**config.mk**
```make
export PLATFORM = sky130hd
export DESIGN_NAME = mod_latch_bank
export DESIGN_NICKNAME = d
export VERILOG_FILES = /design/src/rtl/mod_latch_bank.sv
export SDC_FILE = /design/constraint.sdc
export NUM_CORES = 1
export LEC_CHECK = 0
export ABC_AREA = 0
export BUFFER_PORTS_ARGS = -buffer_cell sky130_fd_sc_hd__buf_2
export CORE_ASPECT_RATIO = 1.1
export CORE_MARGIN = 3
export CORE_UTILIZATION = 45
export DETAILED_ROUTE_END_ITERATION = 7
export PLACE_DENSITY = 0.77
export SYNTH_ARGS = -nofsm -noshare
export SYNTH_HDL_FRONTEND = slang
export SYNTH_SLANG_ARGS = --single-unit
```
**constraint.sdc**
```tcl
create_clock -name clk -period 1.9 [get_ports clk]
set_clock_uncertainty 0.2 [all_clocks]
set_input_delay 0.095 -clock clk [delete_from_list [all_inputs] [get_ports clk]]
set_output_delay 0.095 -clock clk [all_outputs]
set_load 0.1 [all_outputs]
```
**src/rtl/mod_latch_bank.sv**
```systemverilog
// Clocked multi-channel capture bank: snapshots crit-gated channel words and
// hands each snapshot downstream over valid/ready, flagging overwritten snapshots.
//
// state | meaning
// EMPTY | no snapshot pending downstream
// FULL  | snapshot held on dataOut, outValid=1
module mod_latch_bank #(
  parameter int WIDTH     = 8,
  parameter int CHANNELS  = 4,
  parameter int EDGE_MODE = 0
) (
  input  logic                      clk,
  input  logic                      rstN,
  input  logic [CHANNELS*WIDTH-1:0] dataIn,
  input  logic [CHANNELS-1:0]       chanEn,
  input  logic                      crit,
  output logic [CHANNELS*WIDTH-1:0] dataOut,
  output logic                      outValid,
  input  logic                      outReady,
  output logic                      overrun,
  input  logic                      clrOverrun,
  output logic [15:0]               capCount
);

  typedef enum logic [0:0] {EMPTY = 1'b0, FULL = 1'b1} state_t;

  localparam logic EDGE = (EDGE_MODE != 0);

  state_t state;
  logic   critQ;
  logic   cap;

  // In level mode critQ is masked off, so cap simply follows crit.
  always_comb begin
    cap = crit & ~(critQ & EDGE);
  end

  always_ff @(posedge clk or negedge rstN) begin
    if (!rstN) begin
      state    <= EMPTY;
      outValid <= 1'b0;
      critQ    <= 1'b0;
      dataOut  <= '0;
      overrun  <= 1'b0;
      capCount <= 16'd0;
    end else begin
      critQ <= crit;

      if (cap) begin
        for (int k = 0; k < CHANNELS; k++) begin
          if (chanEn[k]) begin
            dataOut[k*WIDTH +: WIDTH] <= dataIn[k*WIDTH +: WIDTH];
          end
        end
        capCount <= capCount + 16'd1;
      end

      // Set has priority over a coincident clear.
      if (state == FULL && !outReady && cap) begin
        overrun <= 1'b1;
      end else if (clrOverrun) begin
        overrun <= 1'b0;
      end

      case (state)
        EMPTY: begin
          if (cap) begin
            state    <= FULL;
            outValid <= 1'b1;
          end
        end
        FULL: begin
          if (outReady && !cap) begin
            state    <= EMPTY;
            outValid <= 1'b0;
          end
        end
        default: begin
          state    <= EMPTY;
          outValid <= 1'b0;
        end
      endcase
    end
  end

endmodule

```
==> flow_metrics.py <==
metrics = {
    "status": {
        "outcome": "finished clean",
    },
    "placement": {
        "dp_hpwl_mm": 3.075,
        "dp.cells": 279,
        "port_buffers": 90,
        "gp_congestion": 0.7432,
    },
    "layout": {
        "antennaDiodeCount": 0,
        "drive_above_1_share_pct": 54.21,
        "multiInputGateArea_um2": 715.7,
        "stdcell_count": 325,
        "nFillCells": 269,
        "nNetsFinal": 314,
        "syn_to_final_growth_pct": 52.11,
        "seqCellArea_mm2": 0.001301,
    },
    "logic_synthesis": {
        "synth-async-reset-ratio_pct": 100.0,
        "synth_cell_types": 20,
        "yosysTopAreaCell": "dfrtp_1",
        "synth_edf_count": 0,
        "seq_area_frac_synth_pct": 64.11,
        "synth_warnings": 0,
        "netlist_instances": 137,
        "synth_top_area_share_pct": 64.11,
        "synthTopCellsByArea": "dfrtp_1 64%, mux2_2 19%, xnor2_1 4.0%",
        "syn_avg_cell_area_um2": 14.53,
        "synth.net_count": 179,
        "synth_area_mm2": 0.001991,
        "ys.flop_type": "dfrtp_1",
        "ys_ff_latch": 51,
        "ys_top_cells_by_count": "51 x dfrtp_1, 33 x mux2_2, 9 x xnor2_1",
        "synth_most_common_cell": "dfrtp_1",
    },
    "floorplanning": {
        "std_cell_rows": 24,
        "io_pins": 91,
        "die_h_um": 75.76,
        "die_area_mm2": 0.005259,
        "core_area_mm2": 0.004114,
        "die_width_um": 69.42,
        "start_util_pct": 48.39,
    },
    "flow_run": {
        "drv_cap": 0,
    },
    "global_route": {
        "grt_pass1_vias": 1646,
        "grt_antenna_before_repair": 0,
        "grt_pass1_wl_mm": 7.803,
        "grt-ovfl-total": 0,
        "grt_usage_pct": 19.19,
        "grt_max_degree": 35,
    },
    "setup_path": {
        "path_class": "in -> reg",
        "cp.required_ns": 1.89,
        "start_kind": "primary input",
        "end_kind": "flip-flop",
        "worstPathArrival_ns": 1.74,
        "crit_fanout": 13,
    },
    "timing": {
        "report.final.hold_viol_count": 0,
        "fin_crit_ns": 1.753,
        "finalSetupTns_ns": 0,
        "worstMarginPinSlew_ns": 0.4997,
        "rsz0062_at_grt": "false",
        "maxSlewHeadroom_pct": 66.92,
        "maxSlewViolCount": 0,
        "period_share_pct": 92.25,
        "hold_ws_ns": 0.06963,
        "fmax_ghz": 0.5705,
        "finalSetupViolCount": 0,
    },
    "routing": {
        "viasPerCell": 4.791,
        "ant_nets": 0,
        "routed-via-count": 1557,
        "drt_pass1_iterations": 4,
        "drtIter0Drc": 79,
        "drc": 0,
        "drt-total-wl_mm": 4.720,
        "post_drt_wl_per_cell_um": 14.52,
        "met3_length_um": 358,
        "dr_wl_met2_mm": 2.392,
        "wirelength_met1_mm": 1.929,
        "dr.max_layer_used": "met4",
    },
    "power_and_ir_drop": {
        "power.density_mw_per_mm2": 1315,
        "max-vdd-ir-drop_v": 0.0006882,
        "leakage_nw": 1.473,
    },
    "cts": {
        "cts_setup_buffers": 0,
        "clk-insertion-delay-late_ns": 0.29,
        "cts_tree": "yes",
        "cts_buffers": 5,
        "cts.sinks": 51,
        "htree_levels": 2,
        "clockRootBuffer": "clkbuf_8",
        "path_clk_slew_ns": 0.09,
        "clockBufferDepth": 2,
    },
    "min_path": {
        "hold_path_class": "in -> async",
    },
}
==> placed cells by master (no fill, tap or decap), types with 2 or more instances in the layout <==
cell type	instances
inv_1	4
dlygate4sd3_1	38
clkbuf_1	3
xnor2_1	9
dfrtp_2	11
dfrtp_1	37
nand3_1	5
nor2_1	3
clkbuf_8	5
nand2_1	8
nand4_1	5
and3_1	2
buf_2	90
mux2_2	33
xor2_1	6
dfrtp_4	3
nor2_2	2
==> worst max-delay path, stage by stage <==
cell	delay [ns]
dlygate4sd3_1	0.52
buf_2	0.25
nand4_1	0.26
nor4_4	0.34
nand3_1	0.14
xnor2_1	0.14
==> where the power goes <==
| group | switching (W) | leakage [nW] | internal [W] |
|---|---|---|---|
| clock | 0.000327 | 0.0395 | 0.000262 |
| sequential | 0.000163 | 0.603 | 0.00129 |
| combinational | 0.00156 | 0.830 | 0.000372 |
| total | 0.00205 | 1.47 | 0.00193 |
==> cell families (layout without fill, tap and decap cells) <==
group | Yosys count | in the layout | synth area share, %
AND/OR/NAND/NOR | 28 | 28 | 7.605
multiplexers | 33 | 33 | 18.67
buffers and inverters | 5 | 141 | 1.005
flip-flops | 51 | 51 | 64.11
adder cells (fa/ha/maj) | 1 | 1 | 0.6284
AO/OA/AOI/OAI | 4 | 4 | 1.382
XOR/XNOR | 15 | 15 | 6.600
==> stage by stage <==
step / setup slack, ns / utilization [%] / power (W) / cell area, um2
2_1_floorplan: 0.04075 / - / 0.002999 / 2028
3_3_place_gp: 0.2870 / 62.20 / 0.003315 / 2559
3_5_place_dp: 0.2157 / 62.20 / 0.003337 / 2559
4_1_cts: 0.1256 / 73.39 / 0.003988 / 3019
5_1_grt: 0.03470 / 73.60 / 0.004149 / 3028
6_report: 0.1473 / 73.60 / 0.003980 / 3028
==> metal layers <==
metal,up-vias,GRT usage (%)
met4,0,5.206
met2,64,33.90
met1,744,22.91
met3,4,6.332
met5,-,0
li1,745,-
==> layout make-up <==
cell class | count | area share (%)
Clock buffer | 8 | 2.645
Inverter | 4 | 0.4959
Multi-Input combinational cell | 81 | 23.64
Sequential cell | 51 | 42.98
Tap cell | 52 | 2.149
Timing Repair Buffer | 129 | 28.10
==> flip-flops by register name, summed over array words and instances (netlist names) <==
name / count
overrun: 1
state: 1
capCount: 16
outValid: 1
dataOut: 32
==> path summary, 6_finish.rpt <==
| kind | slack [ns] | cells after the start | to | start |
|---|---|---|---|---|
| hold / removal | 0.07 | 2 | capCount[14] | rstN |
| setup / recovery | 0.15 | 6 | capCount[11] | crit |
| max in group asynchronous | 0.89 | 3 | capCount[0] | rstN |
| setup reg to reg | 0.21 | 5 | capCount[12] | capCount[0] |
| min in group clk | 0.18 | 3 | dataOut[29] | chanEn[3] |
| hold reg to reg | 0.27 | 1 | capCount[15] | capCount[15] |
==> repair_timing <==
| action | 4_1_cts | 5_1_grt |
|---|---|---|
| endpoints found under the hold margin | 87 | 0 |
| hold buffers | 38 | 0 |
| resized for setup | 0 | 1 |
| endpoints found under the setup margin | 0 | 2 |
Power figures use the tool's default switching activity.
